--- src/rtl/jogo_pkg.sv ---
// Shared constants for the memory game: FSM state codes shown on the hex display
// and the display/timeout lengths the datapath counters are sized for.
package jogo_pkg;

  typedef enum logic [3:0] {
    inicial        = 4'h0,
    preparacao     = 4'h1,
    inicio_rodada  = 4'h2,
    mostra_dado    = 4'h3,
    zera_exibicao  = 4'h4,
    conta_exibicao = 4'h5,
    inicio_jogada  = 4'h6,
    espera_jogada  = 4'h7,
    registra       = 4'h8,
    comparacao     = 4'h9,
    proxima_jogada = 4'hA,
    proxima_rodada = 4'hB,
    fim_acertou    = 4'hC,
    fim_errou      = 4'hD,
    fim_timeout    = 4'hE
  } estado_t;

  // Cycle counts at the 1 kHz system clock.
  localparam int TEMPO_EXIBICAO = 2000;
  localparam int TEMPO_TIMEOUT  = 5000;

endpackage

--- src/rtl/unidade_controle.sv ---
// Moore control unit for the memory game: replays the stored sequence, collects
// presses, compares them and reports win, loss or timeout.
module unidade_controle
  import jogo_pkg::*;
(
  input  logic       clock,
  input  logic       reset,
  input  logic       iniciar,
  input  logic       fimRodada,
  input  logic       fimTotal,
  input  logic       igual,
  input  logic       fimC,
  input  logic       jogada_feita,
  input  logic       fimTimeout,
  input  logic       fimExibicao,
  input  logic       configTimeout_reg,
  output logic       zeraCL,
  output logic       contaCL,
  output logic       registraModo,
  output logic       zeraC,
  output logic       contaC,
  output logic       escreve,
  output logic       zeraR,
  output logic       registraR,
  output logic       contaTimeout,
  output logic       zeraTimeout,
  output logic       contaExibicao,
  output logic       zeraExibicao,
  output logic       resetEdgeDetector,
  output logic       seletorLedsBM,
  output logic       mostraLeds,
  output logic       pronto,
  output logic       acertou,
  output logic       errou,
  output logic       timeout,
  output logic [3:0] db_estado
);

  estado_t state;
  estado_t next_state;

  // fimC is part of the datapath status bundle but no transition depends on it.
  logic unused_fimc;
  assign unused_fimc = fimC;

  always_ff @(posedge clock) begin
    if (reset) state <= inicial;
    else       state <= next_state;
  end

  always_comb begin
    next_state = state;
    case (state)
      inicial:        if (iniciar) next_state = preparacao;
      preparacao:     next_state = inicio_rodada;
      inicio_rodada:  next_state = mostra_dado;
      mostra_dado:    if (fimExibicao) next_state = zera_exibicao;
      zera_exibicao:  next_state = fimRodada ? inicio_jogada : conta_exibicao;
      conta_exibicao: next_state = mostra_dado;
      inicio_jogada:  next_state = espera_jogada;
      // A press in the same cycle as the timeout still counts as a press.
      espera_jogada: begin
        if (jogada_feita)                         next_state = registra;
        else if (fimTimeout && configTimeout_reg) next_state = fim_timeout;
      end
      registra:       next_state = comparacao;
      comparacao: begin
        if (!igual)         next_state = fim_errou;
        else if (!fimRodada) next_state = proxima_jogada;
        else if (fimTotal)  next_state = fim_acertou;
        else                next_state = proxima_rodada;
      end
      proxima_jogada: next_state = espera_jogada;
      proxima_rodada: next_state = inicio_rodada;
      fim_acertou, fim_errou, fim_timeout:
                      if (iniciar) next_state = preparacao;
      default:        next_state = inicial;
    endcase
  end

  always_comb begin
    zeraCL            = 1'b0;
    contaCL           = 1'b0;
    registraModo      = 1'b0;
    zeraC             = 1'b0;
    contaC            = 1'b0;
    escreve           = 1'b0;
    zeraR             = 1'b0;
    registraR         = 1'b0;
    contaTimeout      = 1'b0;
    zeraTimeout       = 1'b0;
    contaExibicao     = 1'b0;
    zeraExibicao      = 1'b0;
    resetEdgeDetector = 1'b0;
    seletorLedsBM     = 1'b0;
    mostraLeds        = 1'b0;
    pronto            = 1'b0;
    acertou           = 1'b0;
    errou             = 1'b0;
    timeout           = 1'b0;
    case (state)
      preparacao: begin
        zeraCL            = 1'b1;
        zeraC             = 1'b1;
        zeraR             = 1'b1;
        registraModo      = 1'b1;
        zeraTimeout       = 1'b1;
        zeraExibicao      = 1'b1;
        resetEdgeDetector = 1'b1;
      end
      inicio_rodada: begin
        zeraC        = 1'b1;
        zeraExibicao = 1'b1;
      end
      mostra_dado: begin
        seletorLedsBM = 1'b1;
        mostraLeds    = 1'b1;
        contaExibicao = 1'b1;
      end
      zera_exibicao:  zeraExibicao = 1'b1;
      conta_exibicao: contaC = 1'b1;
      inicio_jogada: begin
        zeraC       = 1'b1;
        zeraTimeout = 1'b1;
        zeraR       = 1'b1;
      end
      // LEDs echo the buttons here; the timer only runs when timeout is enabled.
      espera_jogada: begin
        mostraLeds   = 1'b1;
        contaTimeout = configTimeout_reg;
      end
      registra: begin
        registraR   = 1'b1;
        zeraTimeout = 1'b1;
      end
      proxima_jogada: contaC  = 1'b1;
      proxima_rodada: contaCL = 1'b1;
      fim_acertou: begin
        pronto  = 1'b1;
        acertou = 1'b1;
      end
      fim_errou: begin
        pronto = 1'b1;
        errou  = 1'b1;
      end
      fim_timeout: begin
        pronto  = 1'b1;
        timeout = 1'b1;
      end
      default: ;
    endcase
  end

  assign db_estado = state;

endmodule

--- config.mk ---
export PLATFORM = sky130hd
export DESIGN_NAME = unidade_controle
export DESIGN_NICKNAME = d
export VERILOG_FILES = /design/src/rtl/jogo_pkg.sv /design/src/rtl/unidade_controle.sv
export SDC_FILE = /design/constraint.sdc
export NUM_CORES = 1
export LEC_CHECK = 0
export BUFFER_PORTS_ARGS = -buffer_cell sky130_fd_sc_hd__buf_2
export CAP_MARGIN = 10
export CORE_MARGIN = 1
export CORE_UTILIZATION = 37
export DETAILED_ROUTE_END_ITERATION = 10
export PLACE_DENSITY = 0.8
export SLEW_MARGIN = 25
export SYNTH_ARGS = -nofsm -noshare
export SYNTH_HDL_FRONTEND = slang
export SYNTH_SLANG_ARGS = --single-unit
--- constraint.sdc ---
create_clock -name clock -period 1.3 [get_ports clock]
set_input_delay 0.26 -clock clock [delete_from_list [all_inputs] [get_ports clock]]
set_output_delay 0.26 -clock clock [all_outputs]
set_load 0.02 [all_outputs]
==> out/metrics.csv, run 1 <==
metric,value,unit
grt_max_degree,9,
cts-root-buf,clkbuf_4,
muxShareOfSynthArea,1.86,%
yosysTopAreaCell,dfxtp_1,
synth.avg_cell_area,6.83,µm²
synth_adder_area_share,0,%
die_h,40.2,µm
netlist_instances,79,
start_util,40.4,%
dp_hpwl,1350,µm
clk_path_buf_depth,2,
synthDominantCellAreaShare,14.8,%
synth_ff_type,dfxtp_1,
synth-seq-cells,4,
yosysSeqAreaShare,14.8,%
status,did not finish,
lastStage,5_1_grt,
synth_top_family_by_area,simple AND/OR/NAND/NOR gates,
synth_compound_area_share,27.6,%
synth.area.top_cells,"dfxtp_1 (15%), nor2_1 (7.0%), nand2b_1 (5.8%)",
pre_cts_ws,-0.220,ns
synth-simple-area-share,37.8,%
synth_edf_count,0,
htreeDepth,1,
clock_sink_count,4,
gp_congestion,0.829,
netlist_area,539,µm²
yosysWarningCount,0,
io_pins,34,
dieWidth,40.2,µm
synth-xor-area-share,1.62,%
placementRows,13,
synth_nets,90,
numCtsBuffers,3,
tool.error,"[ERROR DPL-0038] Utilization greater than 100%, impossible to legalize",
async_reset_ff_share,0,%
postGrtWorstEndpoint,zeraTimeout,
placed_cell_area,905,µm²
synth.distinct_cells,34,
worst_endpoint_kind,primary output,
io_buffers,31,
==> timing repair <==
action                                  CTS
endpoints found under the setup margin   22
pin swaps                                15
setup buffers                            15
hold buffers                              0
resized for setup                        51
==> synth_stat cells, types with 2 or more instances <==
library cell and count:
a31oi_1 2, nor2b_1 2, o22ai_1 2, buf_4 4, nand2_1 6, nand2b_1 5, nor2_1 10, inv_1 5
nor3_1 4, a21oi_1 5, nand3_1 3, a211oi_1 2, dfxtp_1 4, buf_2 4, o21ai_0 2
==> cell families after synthesis <==
group,count (synthesis)
DFF,4
other,1
and+or+nand+nor,37
buffers and inverters,15
xor gates and xnor gates,1
muxes,1
AOI/OAI and AO/OA,20
==> metrics by stage <==
stage | utilization [%] | std cells
floorplan | - | 79
global placement | 67.8 | 133
detailed placement | 67.8 | 133
CTS | 92.9 | 152
==> run 2, diff against run 1 <==
--- a/config.mk
+++ b/config.mk
@@ -7,10 +7,10 @@
 export LEC_CHECK = 0
 export BUFFER_PORTS_ARGS = -buffer_cell sky130_fd_sc_hd__buf_2
 export CAP_MARGIN = 10
-export CORE_MARGIN = 1
-export CORE_UTILIZATION = 37
+export CORE_AREA = 2 2 63 65
 export DETAILED_ROUTE_END_ITERATION = 10
-export PLACE_DENSITY = 0.8
+export DIE_AREA = 0 0 65 67
+export PLACE_DENSITY_LB_ADDON = 0.15
 export SLEW_MARGIN = 25
 export SYNTH_ARGS = -nofsm -noshare
 export SYNTH_HDL_FRONTEND = slang
==> constraint.sdc (replaced) <==
create_clock -name clock -period 1.7 [get_ports clock]
set_input_delay 0.34 -clock clock [delete_from_list [all_inputs] [get_ports clock]]
set_output_delay 0.34 -clock clock [all_outputs]
set_load 0.02 [all_outputs]
==> run 2 against run 1 <==
The run now ends clean; synthesized cell count did not move; area after synthesis unchanged.
==> out/metrics.csv, run 2 <==
metric,value,unit,change
dieWidth,65,µm,+62%
async_reset_ff_share,0,%,unchanged
leakagePower,0.476,nW,
synth.distinct_cells,34,,unchanged
largest_reg_flops,4,,
slew_viol_final,0,,
antenna_left,0,,
wl_per_cell,11.9,µm,
yosysWarningCount,0,,unchanged
clock.fmax,602,MHz,
reg2reg_to,db_estado[2],,
clock_sink_count,4,,unchanged
numCtsBuffers,3,,unchanged
start_util,15.0,%,-25 points
maxCapViolCount,0,,
nNetsFinal,134,,
p_per_area,1760,mW/mm²,
tritoncts,yes,,
io_buffers,31,,unchanged
yosysSeqAreaShare,14.8,%,unchanged
min_path_type,input pin to register,,
layout.cells.non_filler,169,,
netlist_instances,79,,unchanged
dp_hpwl,1500,µm,+11%
fin_ws,0.0383,ns,
io_pins,34,,unchanged
critical_path_peak_fanout,8,,
overflow,0,,
synthDominantCellAreaShare,14.8,%,unchanged
synth.avg_cell_area,6.83,µm²,unchanged
period_share,97.7,%,
yosysTopAreaCell,dfxtp_1,,
diodes,0,,
synth-seq-cells,4,,unchanged
yosys.cell_count.top_type,nor2_1,,
synth.area.top_cells,"dfxtp_1 (15%), nor2_1 (7.0%), nand2b_1 (5.8%)",,
rr_worst_depth,6,,
gp_congestion,0.697,,-16%
htreeDepth,1,,unchanged
grt_pass1_wl,2990,µm,
clk_pin_slew,0.03,ns,
r2r_slack,0.15,ns,
holdBufCountCts,0,,unchanged
clock_skew,0.000241,ns,
hold_depth,2,,
drive_gt1_share,58.7,%,
pre_cts_ws,0.0958,ns,+0.316 ns
grt_max_degree,16,,
placementRows,22,,+9
synth_common_cells,"nor2_1 (10), nand2_1 (6), a21oi_1 (5), inv_1 (5), nand2b_1 (5)",,
layout_common_cells,"buf_2 (28), buf_4 (17), nor2_1 (8)",,
dp.cells,159,,+20%
rsz0062_at_grt,yes,,
drtPass1Iterations,4,,
layout_min_cycle_time,1.66,ns,
drt-initial-drc-count,25,,
setup-violations-final,0,,
synth_ff_type,dfxtp_1,,
reg2reg_from,db_estado[2],,
required,1.36,ns,
post-route-drc-count,0,,
status,"complete, no violations",,
netlist_area,539,µm²,unchanged
whs_endpoint,db_estado[0],,
crit_path_start_kind,register,,
insertion_delay,0.21,ns,
drt-total-wl,2020,µm,
critPathArrivalTime,1.32,ns,
tns,0,ns,
hold_violations,0,,
end_kind,output port,,
antenna_found_initial,0,,
synth_nets,90,,unchanged
clk_path_buf_depth,2,,unchanged
area_growth,73.1,%,
routed_via_density,4.18,,
min_from,reset,,
path_class,register to output port,,
grt_pass1_vias,640,,
vias,707,,
synth_edf_count,0,,unchanged
cts-root-buf,clkbuf_8,,
die_h,67,µm,+67%
grt_use_total,8.86,%,
ir_worst_vdd,0.292,mV,
final_common_cell,buf_2,,
core,0.00361,mm²,
fill_cells,413,,
dieArea,0.00436,mm²,
## run 2: cell counts after synthesis
No cell type changed its count.
## run 2: kinds of logic after synthesis
logic type             Yosys count  synth area share [%]
AO/OA/AOI/OAI                   20                  27.6
XOR/XNOR                         1                  1.62
buffers and inverters           15                  15.5
flip-flops                       4                  14.8
multiplexers                     1                  1.86
other                            1                 0.695
AND/OR/NAND/NOR                 37                  37.8
## run 2: power breakdown
part / switching (W) / leakage [nW] / internal (W)
clock network: 0.0000428 / 0.0216 / 0.000150
registers: 0.0000807 / 0.0353 / 0.000144
logic: 0.000651 / 0.419 / 0.000577
total: 0.000775 / 0.476 / 0.000871
## run 2: worst max-delay path by stage
| stage | from | end | cells past startpoint | slack, ns |
|---|---|---|---|---|
| after floorplan | db_estado[0] | zeraTimeout | 6 | 0.01 |
| after global placement | db_estado[0] | zeraTimeout | 6 | 0.09 |
| after detailed placement | db_estado[0] | zeraTimeout | 6 | 0.1 |
| after CTS | db_estado[0] | zeraTimeout | 6 | -0.04 |
| after global routing | db_estado[1] | zeraTimeout | 6 | -0.03 |
| final | db_estado[1] | zeraTimeout | 6 | 0.04 |
## run 2: area by class of cell
cell class,count,area (µm²),area share [%]
clock buffers,3,41.3,4.42
inverters,6,22.5,2.41
multi-input cells,60,425,45.6
flip-flops and latches,4,92.6,9.92
well taps,48,60.1,6.43
repair buffers,48,292,31.2
## run 2: timing repair
action	in CTS	in global routing
hold endpoints to repair	0	0
resized for setup	6	6
pin swaps	0	2
endpoints found under the setup margin	4	3
setup buffers	0	7
## run 2: layer usage
| metal | up-vias | routed length, µm | track usage, % |
|---|---|---|---|
| met5 | - | 0 | 0 |
| met4 | 0 | 0 | 1.60 |
| met3 | 0 | 86 | 2.03 |
| met2 | 15 | 1070 | 16.4 |
| met1 | 340 | 861 | 10.5 |
| li1 | 352 | - | - |
## run 2: worst max-delay path, stage by stage (launching register included)
cell and delay (ns):
dfxtp_4 0.39, nand2b_4 0.16, nor2_4 0.04, a21oi_2 0.11, nor2_2 0.05, or2_4 0.22
buf_6 0.13
## run 2: per-stage QoR
| step | total power, W | instance area [µm²] | util [%] | hold WS, ns |
|---|---|---|---|---|
| after CTS | 0.00150 | 863 | 23.9 | 0.334 |
| after detailed placement | 0.00126 | 802 | 22.2 | 0.561 |
| after floorplan | 0.000986 | 578 | - | 0.402 |
| final | 0.00165 | 933 | 25.9 | 0.343 |
| after global placement | 0.00127 | 802 | 22.2 | 0.558 |
| after global routing | 0.00178 | 933 | 25.9 | 0.337 |
No activity file was read; power rests on OpenSTA's default activity.
==> run 3, diff against run 2 <==
==> constraint.sdc (replaced) <==
create_clock -name clock -period 1.7 [get_ports clock]
set_input_delay 0.17 -clock clock [delete_from_list [all_inputs] [get_ports clock]]
set_output_delay 0.17 -clock clock [all_outputs]
set_load 0.02 [all_outputs]
==> run 3 against run 2 <==
Power decreased by 15%; via count decreased by 9.5%; global-route usage decreased by 0.33 points; clock-buffer cell count unchanged; utilization decreased by 2.7 points; first-iteration DRC count decreased by 60%; register-to-register slack improved by 0.06 ns; sequential power decreased by 4%; final cell count decreased by 4.1%; sequential share of layout area increased by 0.41 points; critical endpoint unchanged; largest power group unchanged.
==> out/metrics.csv, run 3 (same netlist as run 2, synthesis figures left out) <==
metric,value,unit,change
status,"complete, no violations",,
grt_pass1_vias,638,,-0.31%
critPathArrivalTime,1.42,ns,+0.10 ns
core,0.00361,mm²,unchanged
dp.cells,159,,unchanged
p_per_area,1680,mW/mm²,-4.6%
dieArea,0.00436,mm²,unchanged
design_area,836,µm²,-10%
nNetsFinal,127,,-5.2%
path_class,register to output port,,
start_util,15.0,%,unchanged
layout_common_cells,"buf_2 (31), buf_4 (10), nor2_1 (9)",,
vias,640,,-9.5%
period_share,93.5,%,-4.2 points
tritoncts,yes,,
gp_congestion,0.765,,+9.8%
top_layer,met3,,
required,1.53,ns,+0.17 ns
r2r_slack,0.21,ns,+0.06 ns
maxCapViolCount,0,,unchanged
drtPass1Iterations,3,,-1
io_pins,34,,unchanged
leakagePower,0.428,nW,-10%
final_common_cell,buf_2,,
dieWidth,65,µm,unchanged
crit_chain,buf_4 > nand2b_1 > buf_4 > nor3_2 > or2_1 > buf_2,,
insertion_delay,0.21,ns,about the same
clk_pin_slew,0.03,ns,about the same
clock_skew,0.00111,ns,+0.000868 ns
grt_max_degree,16,,unchanged
cpPeakStageDelay,0.37,ns,-0.02 ns
area_growth,55.0,%,
cts-root-buf,clkbuf_8,,
cp_common_cell,buf_4,,
ir_worst_vdd,0.340,mV,+17%
placed_cell_area,777,µm²,-3.1%
hold_violations,0,,unchanged
crit_path_start_kind,register,,
layout_min_cycle_time,1.59,ns,-0.0714 ns
clock.fmax,629,MHz,+4.5%
htreeDepth,1,,unchanged
io_buffers,31,,unchanged
wl_per_cell,11.0,µm,-8.2%
clk_path_buf_depth,2,,unchanged
grt_pass1_wl,2930,µm,-2.1%
overflow,0,,unchanged
antenna_found_initial,0,,unchanged
clock_sink_count,4,,unchanged
tns,0,ns,unchanged
drt-initial-drc-count,10,,-60%
die_h,67,µm,unchanged
dp_hpwl,1460,µm,-2.9%
largest_reg_flops,4,,unchanged
end_kind,output port,,
wl_met3,122,µm,+42%
placementRows,22,,unchanged
post-route-drc-count,0,,unchanged
rsz0062_at_grt,no,,
numCtsBuffers,3,,unchanged
drt-total-wl,1780,µm,-12%
min_path_type,input pin to register,,
m1WireLength,900,µm,+4.5%
antenna_left,0,,unchanged
grt_use_total,8.53,%,-0.33 points
critical_path_peak_fanout,6,,-2
slew_viol_final,0,,unchanged
drive_gt1_share,50.0,%,-8.7 points
setup-violations-final,0,,unchanged
wl_met2,752,µm,-30%
diodes,0,,unchanged
holdBufCountCts,0,,unchanged
cp_slowest_cell,dfxtp_1,,
layout.cells.non_filler,162,,-4.1%
finalPower,0.00141,W,-15%
routed_via_density,3.95,,-5.6%
[run 3: final cells by class]
cell class	instances	area, µm²
Timing Repair Buffer	41	230
Fill cell	426	2770
Inverter	6	22.5
Multi-Input combinational cell	60	395
Sequential cell	4	86.3
Clock buffer	3	41.3
Tap cell	48	60.1
[run 3: worst paths after layout]
path	start	endpoint	depth (start not counted)
worst max register to register	db_estado[2]	db_estado[1]	5
worst min-delay path	reset	db_estado[0]	2
worst max-delay path	db_estado[2]	zeraTimeout	6
worst min register to register	db_estado[0]	db_estado[0]	2
[run 3: repair_timing]
action / in CTS / in global routing
buffers inserted: 0 / 0
endpoints found under the setup margin: 2 / 4
gates resized for setup: 2 / 4
pin swaps: 0 / 0
[run 3: through the flow]
| stage | utilization, % | hold slack, ns | setup slack, ns |
|---|---|---|---|
| 3_5_place_dp | 21.5 | 0.401 | 0.139 |
| 4_1_cts | 22.8 | 0.177 | 0.00710 |
| 5_1_grt | 23.2 | 0.176 | 0.0134 |
| 2_1_floorplan | - | 0.235 | 0.00688 |
| 6_report | 23.2 | 0.167 | 0.110 |
| 3_3_place_gp | 21.5 | 0.396 | 0.117 |
[run 3: worst max-delay path: cells and delay by family (launching register included)]
kind | cells | cell delay (ns)
buffers and inverters | 3 | 0.45
flip-flops | 1 | 0.37
AND/OR/NAND/NOR | 3 | 0.37
[run 3: per-layer routing]
layer | global-route usage [%] | vias to the layer above
met2 | 13.7 | 21
met4 | 2.39 | 0
met1 | 11.1 | 280
li1 | - | 339
met5 | 0 | -
met3 | 2.36 | 0
[run 3: power by group]
group,switching [W],internal [W]
clock,0.0000432,0.000150
combinational,0.000565,0.000433
sequential,0.0000807,0.000134
==> run 4, diff against run 3 <==
==> constraint.sdc (replaced) <==
create_clock -name clock -period 1.5 [get_ports clock]
set_input_delay 0.15 -clock clock [delete_from_list [all_inputs] [get_ports clock]]
set_output_delay 0.15 -clock clock [all_outputs]
set_load 0.02 [all_outputs]
==> run 4 against run 3 <==
Non-clock buffer count up 19; clock power rose by 17%; die area did not move; via count increased by 13%; combinational power increased by 72%; power grew 55%; final cell count up 12%; critical path type unchanged; first-iteration DRC count down 60%; sequential power is 14% higher; flip-flop and latch count did not move; routed wire length grew 16%; utilization increased by 8.2 points.
==> out/metrics.csv, run 4 (same netlist as run 2, synthesis figures left out) <==
metric,value,unit,change
overflow,0,,unchanged
switching_power,0.000967,W,+41%
setup-violations-final,0,,unchanged
fin_ws,0.00533,ns,-0.104 ns
rsz0062_at_grt,yes,,
io_buffers,31,,unchanged
grt_use_total,9.40,%,+0.86 points
io_pins,34,,unchanged
wl_per_cell,11.4,µm,+3.8%
cp_common_cell,buf_6,,
antenna_left,0,,unchanged
critPathArrivalTime,1.34,ns,-0.08 ns
hold_violations,0,,unchanged
layout_common_cells,"buf_4 (32), buf_2 (19), buf_6 (9)",,
critical_path_peak_fanout,7,,+1
slew_viol_final,0,,unchanged
p_seq_share,11.2,%,-4.0 points
crit_chain,buf_6 > buf_6 > a21oi_2 > nor2_2 > or2_4 > buf_6,,
area_growth,110,%,
numCtsBuffers,3,,unchanged
clkPwrFrac,10.4,%,-3.4 points
swShare,44.3,%,-4.7 points
fill_cells,401,,-5.9%
required,1.35,ns,-0.18 ns
dieWidth,65,µm,unchanged
maxCapViolCount,0,,unchanged
post-route-drc-count,0,,unchanged
drtPass1Iterations,4,,+1
die_h,67,µm,unchanged
path_class,register to output port,,
ir_worst_vdd,0.433,mV,+27%
finalPower,0.00218,W,+55%
clk_pin_slew,0.03,ns,about the same
min_path_type,input pin to register,,
layout_min_cycle_time,1.49,ns,
core,0.00361,mm²,unchanged
leakagePower,0.545,nW,+27%
largest_reg_flops,4,,unchanged
clock_sink_count,4,,unchanged
htreeDepth,1,,unchanged
crit_path_start_kind,register,,
vias,723,,+13%
final_common_cell,buf_4,,
start_util,15.0,%,unchanged
multi_input_area,477,µm²,+21%
cpPeakStageDelay,0.36,ns,about the same
gp_congestion,0.685,,-11%
combPwrFrac,78.4,%,+7.4 points
dp_hpwl,1540,µm,+6.1%
status,"complete, no violations",,
routed_via_density,3.99,,+1.1%
clock.fmax,669,MHz,
drt-total-wl,2060,µm,+16%
period_share,99.6,%,
grt_pass1_wl,3050,µm,+4.2%
grt_max_degree,10,,-6
insertion_delay,0.22,ns,about the same
antenna_found_initial,0,,unchanged
end_kind,output port,,
diodes,0,,unchanged
cts-root-buf,clkbuf_8,,
grt_pass1_vias,659,,+3.3%
clock_skew,0.00672,ns,+0.00561 ns
placementRows,22,,unchanged
nNetsFinal,146,,+15%
pre_cts_ws,0.0106,ns,-0.129 ns
regArea,92.6,µm²,+7.2%
drive_gt1_share,66.9,%,+17 points
cp_slowest_cell,dfxtp_4,,
drt-initial-drc-count,4,,-6
dieArea,0.00436,mm²,unchanged
p_per_area,1930,mW/mm²,+15%
clk_path_buf_depth,2,,unchanged
p_int,0.00122,W,+70%
tritoncts,yes,,
## run 4: changes by cell type in the layout (fill, tap and decap cells not counted), sizes merged
cell / delta
buf: +19
## run 4: final timing paths
kind | start | to | slack, ns | cells after the start
worst max register to register | db_estado[2] | db_estado[2] | 0.06 | 7
worst max-delay path | db_estado[2] | zeraTimeout | 0.005 | 6
worst min register to register | db_estado[2] | db_estado[2] | 0.57 | 2
worst min-delay path | reset | db_estado[1] | 0.14 | 2
## run 4: power groups by stage
stage               clock network (W)  logic, W  registers [W]
floorplan                           0  0.000887       0.000230
global placement                    0   0.00126       0.000261
detailed placement                  0   0.00126       0.000261
CTS                          0.000232   0.00143       0.000243
global route                 0.000250   0.00183       0.000253
finish                       0.000227   0.00171       0.000244
## run 4: stage by stage
stage | cells | util (%) | TNS (ns) | cell area, µm² | hold WS (ns)
floorplan | 79 | - | 0 | 578 | 0.212
global placement | 168 | 24.1 | -0.000620 | 870 | 0.367
detailed placement | 168 | 24.1 | 0 | 870 | 0.369
CTS | 176 | 27.8 | -0.0317 | 1000 | 0.141
global route | 181 | 31.3 | -0.101 | 1130 | 0.143
finish | 181 | 31.3 | 0 | 1130 | 0.138
## run 4: metal layers
metal	wire [µm]	up-vias	global-route usage, %
met4	20	0	2.39
li1	-	379	-
met3	90	2	2.53
met5	0	-	0
met1	883	324	11.3
met2	1070	18	16.5
## run 4: what timing repair did
item	4_1_cts	5_1_grt
hold endpoints to repair	0	0
hold buffers	0	0
endpoints found under the setup margin	8	17
buffers inserted	5	5
gates resized for setup	15	24
pin swaps	3	4
## run 4: final cells by class
type	instances	share of cell area (%)
Multi-Input combinational cell	60	42.2
Timing Repair Buffer	60	38.6
Sequential cell	4	8.19
Tap cell	48	5.32
Clock buffer	3	3.65
Inverter	6	1.99
## run 4: critical path, delay by kind of cell, from the launching register on
family                 cells  cell delay (ns)
buffers and inverters      3             0.36
flip-flops                 1             0.36
AO/OA/AOI/OAI              1             0.14
AND/OR/NAND/NOR            2             0.27
